`src/rtl/spi_display_seq_pkg.sv`:
```
// Shared definitions for the SPI display initialiser: serialiser state encoding,
// ROM word layout and the helper that unpacks a parameter-supplied ROM image.
package spi_display_seq_pkg;

  typedef enum logic [1:0] {
    ST_IDLE = 2'd0,
    ST_LOW  = 2'd1,
    ST_HIGH = 2'd2,
    ST_STOP = 2'd3
  } state_e;

  localparam int WORD_W   = 9;
  localparam int DC_BIT   = 8;
  localparam int DATA_MSB = 7;
  localparam int ROM_MAX  = 64;

  // Word idx of a packed image; word 0 sits in the least significant bits.
  function automatic logic [WORD_W-1:0] init_word(input logic [WORD_W*ROM_MAX-1:0] img,
                                                  input int idx);
    if (idx < 0 || idx >= ROM_MAX) return '0;
    return img[idx*WORD_W +: WORD_W];
  endfunction

endpackage

```
`src/rtl/spi_display_seq_strobe.sv`:
```
// Prescaler: a down-counter that raises step for one clock every DIV+1 clocks.
module spi_display_seq_strobe #(
  parameter int          DIV_WIDTH = 2,
  parameter int unsigned DIV       = 3
) (
  input  logic clock,
  input  logic reset_n,
  output logic step
);

  localparam logic [DIV_WIDTH-1:0] RELOAD = DIV_WIDTH'(DIV);

  logic [DIV_WIDTH-1:0] r_count;

  always_ff @(posedge clock or negedge reset_n) begin
    if (!reset_n) begin
      r_count <= RELOAD;
    end else if (r_count == '0) begin
      r_count <= RELOAD;
    end else begin
      r_count <= r_count - 1'b1;
    end
  end

  assign step = (r_count == '0);

endmodule

```
`src/rtl/spi_display_seq.sv`:
```
// SPI display initialiser: plays a ROM of {dc, data} words out once after reset
// as SPI mode-0 bytes, MSB first, with chip select held low across the stream.
module spi_display_seq
  import spi_display_seq_pkg::*;
#(
  parameter int                        DIV_WIDTH = 2,
  parameter int unsigned               DIV       = 3,
  parameter string                     ROM_FILE  = "spi-display.hex",
  parameter int                        ROM_SIZE  = 20,
  parameter logic [WORD_W*ROM_MAX-1:0] ROM_INIT  = '0
) (
  input  logic clock,
  input  logic reset_n,
  output logic spi_cs_n,
  output logic spi_clock,
  output logic spi_dc,
  output logic spi_mosi,
  output logic done
);

  // The address must be able to hold ROM_SIZE itself, which marks "empty".
  localparam int AW    = (ROM_SIZE > 0) ? $clog2(ROM_SIZE + 1) : 1;
  localparam int DEPTH = 1 << AW;

  logic              w_step;
  logic              w_get;
  logic              w_empty;
  logic [WORD_W-1:0] w_word;
  logic [WORD_W-1:0] w_mem [DEPTH];

  logic [AW-1:0]         r_addr;
  state_e                r_state;
  logic [DATA_MSB-1:0]   r_shreg;
  logic [2:0]            r_count;
  logic                  r_cs_n;
  logic                  r_sck;
  logic                  r_dc;
  logic                  r_mosi;

  spi_display_seq_strobe #(
    .DIV_WIDTH (DIV_WIDTH),
    .DIV       (DIV)
  ) u_strobe (
    .clock   (clock),
    .reset_n (reset_n),
    .step    (w_step)
  );

  // The parameter image is the ROM content.
  for (genvar i = 0; i < DEPTH; i++) begin : g_word
    assign w_mem[i] = init_word(ROM_INIT, i);
  end

  assign w_empty = (r_addr == AW'(ROM_SIZE));
  assign w_word  = w_mem[r_addr];
  assign w_get   = w_step && !w_empty &&
                   ((r_state == ST_IDLE) || ((r_state == ST_HIGH) && (r_count == 3'd0)));
  assign done    = w_empty && (r_state == ST_IDLE);

  always_ff @(posedge clock or negedge reset_n) begin
    if (!reset_n) begin
      r_addr <= '0;
    end else if (w_get) begin
      r_addr <= r_addr + 1'b1;
    end
  end

  always_ff @(posedge clock or negedge reset_n) begin
    if (!reset_n) begin
      r_state <= ST_IDLE;
      r_shreg <= '0;
      r_count <= 3'd0;
      r_cs_n  <= 1'b1;
      r_sck   <= 1'b0;
      r_dc    <= 1'b0;
      r_mosi  <= 1'b0;
    end else if (w_step) begin
      unique case (r_state)
        ST_IDLE: begin
          if (!w_empty) r_state <= ST_LOW;
        end
        ST_LOW: begin
          r_sck   <= 1'b1;
          r_state <= ST_HIGH;
        end
        ST_HIGH: begin
          r_sck <= 1'b0;
          if (r_count != 3'd0) begin
            r_mosi  <= r_shreg[DATA_MSB-1];
            r_shreg <= {r_shreg[DATA_MSB-2:0], 1'b0};
            r_count <= r_count - 3'd1;
            r_state <= ST_LOW;
          end else if (!w_empty) begin
            r_state <= ST_LOW;
          end else begin
            r_state <= ST_STOP;
          end
        end
        ST_STOP: begin
          r_cs_n  <= 1'b1;
          r_mosi  <= 1'b0;
          r_dc    <= 1'b0;
          r_state <= ST_IDLE;
        end
      endcase
      // A fetched word drives its MSB at once; the shift register keeps the rest.
      if (w_get) begin
        r_shreg <= w_word[DATA_MSB-1:0];
        r_dc    <= w_word[DC_BIT];
        r_mosi  <= w_word[DATA_MSB];
        r_cs_n  <= 1'b0;
        r_count <= 3'd7;
      end
    end
  end

  assign spi_cs_n  = r_cs_n;
  assign spi_clock = r_sck;
  assign spi_dc    = r_dc;
  assign spi_mosi  = r_mosi;

endmodule

```
`config.mk`:
```
export PLATFORM = sky130hd
export DESIGN_NAME = spi_display_seq
export DESIGN_NICKNAME = d
export VERILOG_FILES = /design/src/rtl/spi_display_seq_pkg.sv /design/src/rtl/spi_display_seq_strobe.sv /design/src/rtl/spi_display_seq.sv
export SDC_FILE = /design/constraint.sdc
export NUM_CORES = 1
export LEC_CHECK = 0
export ABC_AREA = 0
export BUFFER_PORTS_ARGS = -buffer_cell sky130_fd_sc_hd__buf_2
export CORE_UTILIZATION = 50
export DETAILED_ROUTE_END_ITERATION = 6
export PLACE_DENSITY_LB_ADDON = 0.15
export SETUP_SLACK_MARGIN = 0.15
export SYNTH_ARGS = -nofsm -noshare
export SYNTH_HDL_FRONTEND = slang
export SYNTH_SLANG_ARGS = --single-unit
```
`constraint.sdc`:
```
create_clock -name clock -period 4.2 [get_ports clock]
set_clock_uncertainty 0.1 [all_clocks]
set_input_delay 0.84 -clock clock [delete_from_list [all_inputs] [get_ports clock]]
set_output_delay 0.84 -clock clock [all_outputs]
set_load 0.02 [all_outputs]
```
==> results.ini <==
[run_status]
status=finished, violations left
violations=DRC

[routing]
drt_iter0_drc=7
vias=495
viasPerCell=5.156
wl_per_cell_um=11.65
ant_nets=0
wirelength_um=1118
first_pass_iters=6
drcViolationCount=1

[sta]
hold_viol_final=0
min_period_ns=2.392
setup_violations=0
fmax_mhz=418.1
fin_crit_sh=0.5694
setup_slack_ns=1.808
rsz0062_at_grt=false
tns_ns=0
finalMaxSlewViolations=0

[clock_network]
cts_buffers=3
cts_resized=0
cts-root-buf=clkbuf_4
clockBufferDepth=2
h-tree-depth=1
cts.clk_slew.worst_paths_ns=0.09
cts_tree=built
postCtsSetupBuffers=0
cts_sinks=14
clk-insertion-delay-late_ns=0.28
postCtsHoldBufs=0

[critical_path]
crit_top_cell=inv_1
crit_fanout=5
cpPeakStageDelay_ns=0.41
worstPathRequired_ns=3.26
worstSetupPathType=reg2out
critical_path.slowest_cell=dfrtp_1
crit_family=flip-flops
critical_path_arrival_ns=1.45
path_buf_inv=3
startpoint_type=flop
crit_chain=inv_1 > ha_1 > inv_1 > nor2_1 > buf_2
end_kind=output pin

[finish]
n_fill_cell=130
syn_to_final_growth_pct=7.477
layout-drive-gt1-share=0.2250
fin_nets=92
antennaDiodeCount=0
mostFrequentLayoutCells=dfrtp_1 (11), inv_1 (10), ha_1 (9)
layout_commonest_cell=dfrtp_1

[die]
die_h_um=42.08
die_x_um=42.08
ios=7
coreArea_um2=1506
die_area_um2=1771
rows=14
start_util=0.5332

[hold_path]
hold_class=in2async

[place]
gp_congestion=0.7216
place_hpwl_um=842.1
io_buffers=4
place_ws_ns=2.120

[power]
p_per_area_nw_per_um2=272.9
leakage_nw=0.4755
power_mw=0.2356
irDropWorstVdd_uv=146.1

[grt]
grt_pass1_vias=492
grt_usage=0.1621
grt_start_max_net_pins=15
grt_antenna_before_repair=0
grt_pass1_wl_um=2132
grt_overflow_total=0

[yosys]
synth_area_leaders=dfrtp_1 (34%), ha_1 (14%), dfstp_2 (9.8%), inv_1 (4.7%), xnor2_1 (4.4%)
ys_ff_latch=14
avgSynthCellArea_um2=10.86
yosysWarnings=0
synth_cells=74
synth_top_area_cell=dfrtp_1
synth_area_um2=803.3
synth_cell_type_count=28
synth_top_area_frac=0.3427
yosysSeqAreaShare=0.4408

[job]
drv_cap=0

[logic make-up after synthesis]
family	share of synthesized area
AND/OR/NAND/NOR	0.1744
flip-flops	0.4408
buffers and inverters	0.07164
adder cells (fa/ha/maj)	0.1402
AO/OA/AOI/OAI	0.08412
XOR/XNOR	0.06542
other	0.004668
multiplexers	0.01869
[power breakdown]
part | leakage (nW) | internal, mW | switching, mW | total (mW)
logic | 0.285 | 0.000340 | 0.00407 | 0.00441
clock network | 0.0210 | 0.0527 | 0.0437 | 0.0964
registers | 0.169 | 0.135 | 0 | 0.135
total | 0.475 | 0.188 | 0.0477 | 0.236
[cell usage after synthesis]
master and n:
buf_4 2, nand4b_4 1, buf_2 1, o21ai_2 1, o211ai_4 1, a31oi_1 1
o21ai_0 1, and2_1 1, inv_1 10, nand2b_1 2, nor2_1 3, dfrtp_1 11
nand2_1 7, o221ai_1 1, nor3_1 1, and3b_4 1, nand3_1 3, nand4_2 1
o211ai_1 1, or2_4 1, xnor2_1 4, a21oi_1 2, nand4_1 1, xor2_1 2
mux2_4 1, ha_1 9, conb_1 1, dfstp_2 3
[sequential cells by signal (all words and copies together), names as in the netlist]
name / cells
r_addr: 5
r_count: 3
r_state: 2
u_strobe.r_count: 2
spi_clock: 1
spi_cs_n: 1
[through the flow]
step           cells  hold slack [ns]  utilization  area [µm²]
2_1_floorplan     75           0.3335            -       807.0
3_3_place_gp      92           0.3410       0.5490       827.0
3_5_place_dp      92           0.3451       0.5490       827.0
4_1_cts           96           0.3396       0.5731       863.3
5_1_grt           96           0.3480       0.5731       863.3
6_report          96           0.3325       0.5731       863.3
[final cells by class]
type | count | area, µm² | area share
clock buffer | 4 | 36.28 | 0.04203
inverter | 10 | 37.54 | 0.04348
multi-input combinational | 48 | 395.4 | 0.4580
sequential | 14 | 354.1 | 0.4101
tap | 16 | 20.02 | 0.02319
timing repair buffer | 4 | 20.02 | 0.02319
[per-layer routing]
layer / share of wire / GRT usage / vias up / routed length [µm]
met5: 0 / 0 / - / 0
met4: 0.0081 / 0.1125 / 0 / 9
met3: 0.030 / 0.02586 / 2 / 33
met2: 0.46 / 0.2156 / 6 / 510
met1: 0.50 / 0.2388 / 236 / 564
li1: - / - / 251 / -
[path summary, 6_finish.rpt]
| check | slack [ns] | cells after the start | endpoint | startpoint |
|---|---|---|---|---|
| min in group clock | 0.36 | 1 | u_strobe.r_count[0] | u_strobe.r_count[0] |
| worst min-delay path | 0.33 | 1 | r_state[1] | reset_n |
| worst max register to register | 2.43 | 5 | r_addr[1] | r_state[0] |
| max in group asynchronous | 3.37 | 1 | u_strobe.r_count[1] | reset_n |
| worst min register to register | 0.36 | 1 | u_strobe.r_count[0] | u_strobe.r_count[0] |
| worst max-delay path | 1.81 | 5 | done | r_state[1] |
[worst register-to-register path: cells and delay by family, from the launching register on]
family	cells	cell delay (ns)
AOI/OAI and AO/OA	1	0.25
and+or+nand+nor	1	0.21
buffers and inverters	1	0.10
muxes	1	0.33
DFF	1	0.39
adders and majority gates	1	0.26
Note: power is estimated with default switching activity, not from simulation.
